## src/rtl/calc_operand_sequencer.sv

```systemverilog
// Sequential front end for the 4-bit calculator core: collects A, operator and B on enter
// events, drives the core from registers and holds the captured result for the display.
module calc_operand_sequencer #(
  parameter int unsigned WIDTH    = 4,
  parameter bit          CHAIN_EN = 1'b1
) (
  input  logic             i_clk,
  input  logic             i_reset_n,
  input  logic [WIDTH-1:0] i_digit,
  input  logic [1:0]       i_op,
  input  logic             i_enter,
  input  logic             i_clear,
  output logic [WIDTH-1:0] o_A,
  output logic [WIDTH-1:0] o_B,
  output logic [1:0]       o_selOperator,
  input  logic [WIDTH-1:0] i_result,
  output logic [WIDTH-1:0] o_display,
  output logic [2:0]       o_state,
  output logic             o_result_valid,
  output logic             o_div_by_zero
);

  localparam int unsigned STATE_W = 3;
  localparam int unsigned OP_W    = 2;
  localparam logic [OP_W-1:0] OP_DIV = OP_W'(2'b11);

  typedef enum logic [STATE_W-1:0] {
    S_A      = 3'b000,
    S_OP     = 3'b001,
    S_B      = 3'b010,
    S_EXEC   = 3'b011,
    S_RESULT = 3'b100
  } state_t;

  state_t           state_q, state_d;
  logic             enter_q;
  logic             enter_evt;
  logic [WIDTH-1:0] result_q, result_d;
  logic [WIDTH-1:0] a_d, b_d, disp_d;
  logic [OP_W-1:0]  op_d;
  logic             valid_d, dbz_d;

  // One event per press: rising edge of the debounced enter level.
  assign enter_evt = i_enter & ~enter_q;
  assign o_state   = STATE_W'(state_q);

  // Next-state and next-register values; every output register reflects the state being entered.
  always_comb begin
    state_d  = state_q;
    a_d      = o_A;
    b_d      = o_B;
    op_d     = o_selOperator;
    result_d = result_q;
    disp_d   = o_display;
    valid_d  = 1'b0;
    dbz_d    = 1'b0;

    unique case (state_q)
      S_A: begin
        disp_d = i_digit;
        if (enter_evt) begin
          a_d     = i_digit;
          state_d = S_OP;
        end
      end
      S_OP: begin
        disp_d = o_A;
        if (enter_evt) begin
          op_d    = i_op;
          disp_d  = i_digit;
          state_d = S_B;
        end
      end
      S_B: begin
        disp_d = i_digit;
        if (enter_evt) begin
          b_d     = i_digit;
          disp_d  = o_display;
          state_d = S_EXEC;
        end
      end
      S_EXEC: begin
        result_d = i_result;
        disp_d   = i_result;
        valid_d  = 1'b1;
        dbz_d    = (o_selOperator == OP_DIV) && (o_B == WIDTH'(0));
        state_d  = S_RESULT;
      end
      S_RESULT: begin
        disp_d  = result_q;
        valid_d = 1'b1;
        dbz_d   = o_div_by_zero;
        if (enter_evt) begin
          valid_d = 1'b0;
          dbz_d   = 1'b0;
          if (CHAIN_EN) begin
            a_d     = result_q;
            disp_d  = result_q;
            state_d = S_OP;
          end else begin
            disp_d  = i_digit;
            state_d = S_A;
          end
        end
      end
      default: begin
        state_d  = S_A;
        a_d      = '0;
        b_d      = '0;
        op_d     = '0;
        result_d = '0;
        disp_d   = '0;
      end
    endcase

    // Clear wins over any enter event in the same cycle.
    if (i_clear) begin
      state_d  = S_A;
      a_d      = '0;
      b_d      = '0;
      op_d     = '0;
      result_d = '0;
      disp_d   = '0;
      valid_d  = 1'b0;
      dbz_d    = 1'b0;
    end
  end

  // State and datapath registers; the edge detector keeps tracking enter through clear.
  always_ff @(posedge i_clk) begin
    if (!i_reset_n) begin
      state_q        <= S_A;
      enter_q        <= 1'b0;
      o_A            <= '0;
      o_B            <= '0;
      o_selOperator  <= '0;
      result_q       <= '0;
      o_display      <= '0;
      o_result_valid <= 1'b0;
      o_div_by_zero  <= 1'b0;
    end else begin
      state_q        <= state_d;
      enter_q        <= i_enter;
      o_A            <= a_d;
      o_B            <= b_d;
      o_selOperator  <= op_d;
      result_q       <= result_d;
      o_display      <= disp_d;
      o_result_valid <= valid_d;
      o_div_by_zero  <= dbz_d;
    end
  end

endmodule

```

## config.mk

```make
export PLATFORM = sky130hd
export DESIGN_NAME = calc_operand_sequencer
export DESIGN_NICKNAME = d
export VERILOG_FILES = /design/src/rtl/calc_operand_sequencer.sv
export SDC_FILE = /design/constraint.sdc
export NUM_CORES = 1
export LEC_CHECK = 0
export ABC_AREA = 1
export CORE_ASPECT_RATIO = 1.75
export CORE_MARGIN = 2
export CORE_UTILIZATION = 25
export DETAILED_ROUTE_END_ITERATION = 10
export PLACE_DENSITY = 0.54
export SLEW_MARGIN = 20
export SYNTH_ARGS = -nofsm -noshare
export SYNTH_HDL_FRONTEND = slang
export SYNTH_SLANG_ARGS = --single-unit
```

## constraint.sdc

```tcl
create_clock -name i_clk -period 1.6 [get_ports i_clk]
set_input_delay 0.32 -clock i_clk [delete_from_list [all_inputs] [get_ports i_clk]]
set_output_delay 0.32 -clock i_clk [all_outputs]
set_load 0.01 [all_outputs]
```

==> results.py, run 1 <==
metrics = {
    "power_and_ir_drop": {
        "cellLeakagePower_uw": 0.0007009,
        "seqPwrFrac": 0.533,
        "peakVddDrop_uv": 337.3,
        "p_sw_uw": 290.6,
        "p_per_area_nw_per_um2": 663.6,
        "intPower_uw": 867.6,
        "p_clk_frac": 0.306,
        "combPwrFrac": 0.161,
        "swShare": 0.2509,
        "power_uw": 1158,
    },
    "floorplanning": {
        "start_util": 0.2571,
        "fp.dieH_um": 98.24,
        "die_w_um": 57.85,
        "num_rows": 34,
        "dieArea_um2": 5683,
        "pin_count": 33,
        "coreArea_um2": 4935,
    },
    "finish": {
        "layout_commonest_cell": "nand2_1",
        "syn_to_final_growth_pct": 37.57,
        "final_cell_mix": "nand2_1 (34), clkdlybuf4s50_1 (32), dfxtp_1 (22), inv_1 (21), nand3_1 (18)",
        "seqCellArea_um2": 485.5,
        "fin_nets": 228,
        "layout.cells.non_filler": 266,
        "multi_input_area_um2": 658.1,
        "num_antenna_cells": 0,
        "utilization": 0.3537,
        "fillers": 545,
        "drive_gt1_frac": 0.1792,
    },
    "setup_path": {
        "cp-end-kind": "output pin",
        "critPathKind": "reg2out",
        "worstPathMaxFanout": 4,
        "path_buf_inv": 1,
        "crit_slowest_cell": "clkdlybuf4s50_1",
        "required_ns": 1.28,
        "critPathTopFamily": "buffers and inverters",
        "critPathLaunchType": "flop",
        "crit_chain": "clkdlybuf4s50_1",
        "slowest_delay_ns": 0.55,
        "crit_arrival_ns": 1.21,
    },
    "run_status": {
        "status": "completed",
    },
    "timing": {
        "tns_ns": 0,
        "skew_ns": 0.003496,
        "fmaxAchievable_ghz": 0.6518,
        "final_hold_viol_count": 0,
        "setup_viol": 0,
        "period_needed_ns": 1.534,
        "period_share": 0.9589,
        "rsz0062_at_grt": "false",
        "slew_headroom": 0.7796,
        "worst_slew_pin_slew_ns": 0.3305,
        "setup_slack_ns": 0.06568,
        "report.final.slew_viol_count": 0,
    },
    "synth": {
        "synth-edff-count": 0,
        "ys.flop_type": "dfxtp_1",
        "yosys.area.top_type_share": 0.3787,
        "avgSynthCellArea_um2": 7.419,
        "syn-num-nets": 185,
        "ys_seq_area_frac": 0.3787,
        "netlist_instances": 171,
        "synth_top_area_cell": "dfxtp_1",
        "ys_async_sr_fraction": 0,
        "synth_cell_types": 27,
        "synthTopCellsByArea": "dfxtp_1 (38%), nand2_1 (10%), nand3_1 (7.1%)",
        "synth_area_um2": 1269,
        "ys_ff_latch": 24,
        "synth_warnings": 0,
    },
    "placement": {
        "place_ws_ns": -0.004744,
        "hpwl_um": 2628,
        "numPortBuffers": 32,
        "dpl.cell_count": 263,
        "gp_congestion": 0.8617,
    },
    "clock_network": {
        "cts_made_buffers": 3,
        "htree_levels": 1,
        "cts_tree": "yes",
        "clock-root-buffer": "clkbuf_8",
        "cts_sinks": 24,
        "cts_max_path_buffers": 2,
        "cts_hold_buf": 0,
        "cts_setup_buffers": 0,
        "clk_pin_slew_ns": 0.08,
        "clk_latency_ns": 0.26,
    },
    "drt": {
        "wl_um": 3279,
        "vias_per_cell": 4.583,
        "avgRoutedWirePerCell_um": 12.33,
        "first_iter_violations": 23,
        "drcViolationCount": 0,
        "drt_pre_antenna_iters": 4,
        "postRouteAntennaNets": 0,
        "num_vias": 1219,
    },
    "grt": {
        "grt_overflow": 0,
        "track_usage": 0.1285,
        "grt_pass1_wl_um": 5816,
        "grt_pass1_vias": 1273,
        "grt_max_degree": 13,
        "antenna_found_initial": 0,
    },
    "job": {
        "cap_violations": 0,
    },
    "worst_hold_path": {
        "hp-class": "reg2reg",
    },
}
-- what timing repair did --
action / CTS / global route
endpoints found under the setup margin: 2 / 1
endpoints found under the hold margin: 0 / 0
gates resized for setup: 2 / 1
gates cloned: 0 / 0
-- metal layers --
metal,GRT usage,vias to the layer above,routed length (um)
met4,0.06977,0,116
met1,0.1498,540,1340
li1,-,643,-
met2,0.2212,28,1694
met3,0.01457,8,128
met5,0,-,0
-- final timing paths --
path / startpoint / endpoint / slack (ns) / cells after the start
worst min-delay path: o_display[3]$_SDFFE_PP0P_ / o_display[3]$_SDFFE_PP0P_ / 0.47 / 2
worst min register to register: o_display[3]$_SDFFE_PP0P_ / o_display[3]$_SDFFE_PP0P_ / 0.47 / 2
worst max register to register: o_state[0]$_SDFFE_PP0P_ / o_B[1]$_SDFFE_PP0P_ / 0.30 / 6
worst max-delay path: o_state[0]$_SDFFE_PP0P_ / o_state[0] / 0.07 / 1
-- flip-flops by register name, summed over array words and instances, names as in the netlist --
| signal | flops |
|---|---|
| enter_q | 1 |
| o_display | 4 |
| o_selOperator | 2 |
| o_state | 3 |
| result_q | 4 |
| o_A | 4 |
| o_div_by_zero | 1 |
| o_result_valid | 1 |
| o_B | 4 |
-- cells in the mapped netlist (4+ instances only) --
| cell | number |
|---|---|
| nand2_1 | 34 |
| o21a_1 | 6 |
| a21oi_1 | 11 |
| o21ai_0 | 6 |
| inv_2 | 4 |
| o21ai_1 | 8 |
| nand3_1 | 18 |
| nor2_1 | 8 |
| dfxtp_1 | 24 |
| inv_1 | 21 |
| nand4_1 | 4 |
| a21oi_2 | 4 |
-- metrics by stage --
step	hold WS, ns	cell area (um2)
floorplan	0.4135	1269
global placement	0.4486	1699
detailed placement	0.4563	1699
CTS	0.4696	1743
global route	0.4925	1745
finish	0.4669	1745
-- cells by family after synthesis --
kind of cell,Yosys count,synth area share
simple gates,77,0.3136
flops,24,0.3787
compound gates,40,0.2051
buf+inv,30,0.1026
-- power by group through the flow --
stage | clock, uW | combinational, uW | sequential, uW
2_1_floorplan | 0 | 92.5 | 637
3_3_place_gp | 0 | 188 | 633
3_5_place_dp | 0 | 187 | 633
4_1_cts | 371 | 188 | 620
5_1_grt | 391 | 210 | 620
6_report | 354 | 186 | 618
-- layout make-up --
| cell class | count | share of cell area |
|---|---|---|
| sequential | 24 | 0.2781 |
| timing repair buffer | 42 | 0.2265 |
| multi-input combinational | 117 | 0.3771 |
| inverter | 26 | 0.05591 |
| clock buffer | 3 | 0.02366 |
| tap | 54 | 0.03871 |
Power figures use the tool's default switching activity.
==> run 2, diff against run 1 <==
--- a/config.mk
+++ b/config.mk
@@ -10,6 +10,7 @@
 export CORE_MARGIN = 2
 export CORE_UTILIZATION = 25
 export DETAILED_ROUTE_END_ITERATION = 10
+export HOLD_SLACK_MARGIN = 0.05
 export PLACE_DENSITY = 0.54
 export SLEW_MARGIN = 20
 export SYNTH_ARGS = -nofsm -noshare
==> results of run 2 <==
No change in the layout: final DEF, timing and power equal those of run 1.
==> run 3, diff against run 2 <==
--- a/config.mk
+++ b/config.mk
@@ -6,6 +6,7 @@
 export NUM_CORES = 1
 export LEC_CHECK = 0
 export ABC_AREA = 1
+export CAP_MARGIN = 20
 export CORE_ASPECT_RATIO = 1.75
 export CORE_MARGIN = 2
 export CORE_UTILIZATION = 25
==> results of run 3 <==
No change in the layout: final DEF, timing and power equal those of run 1.
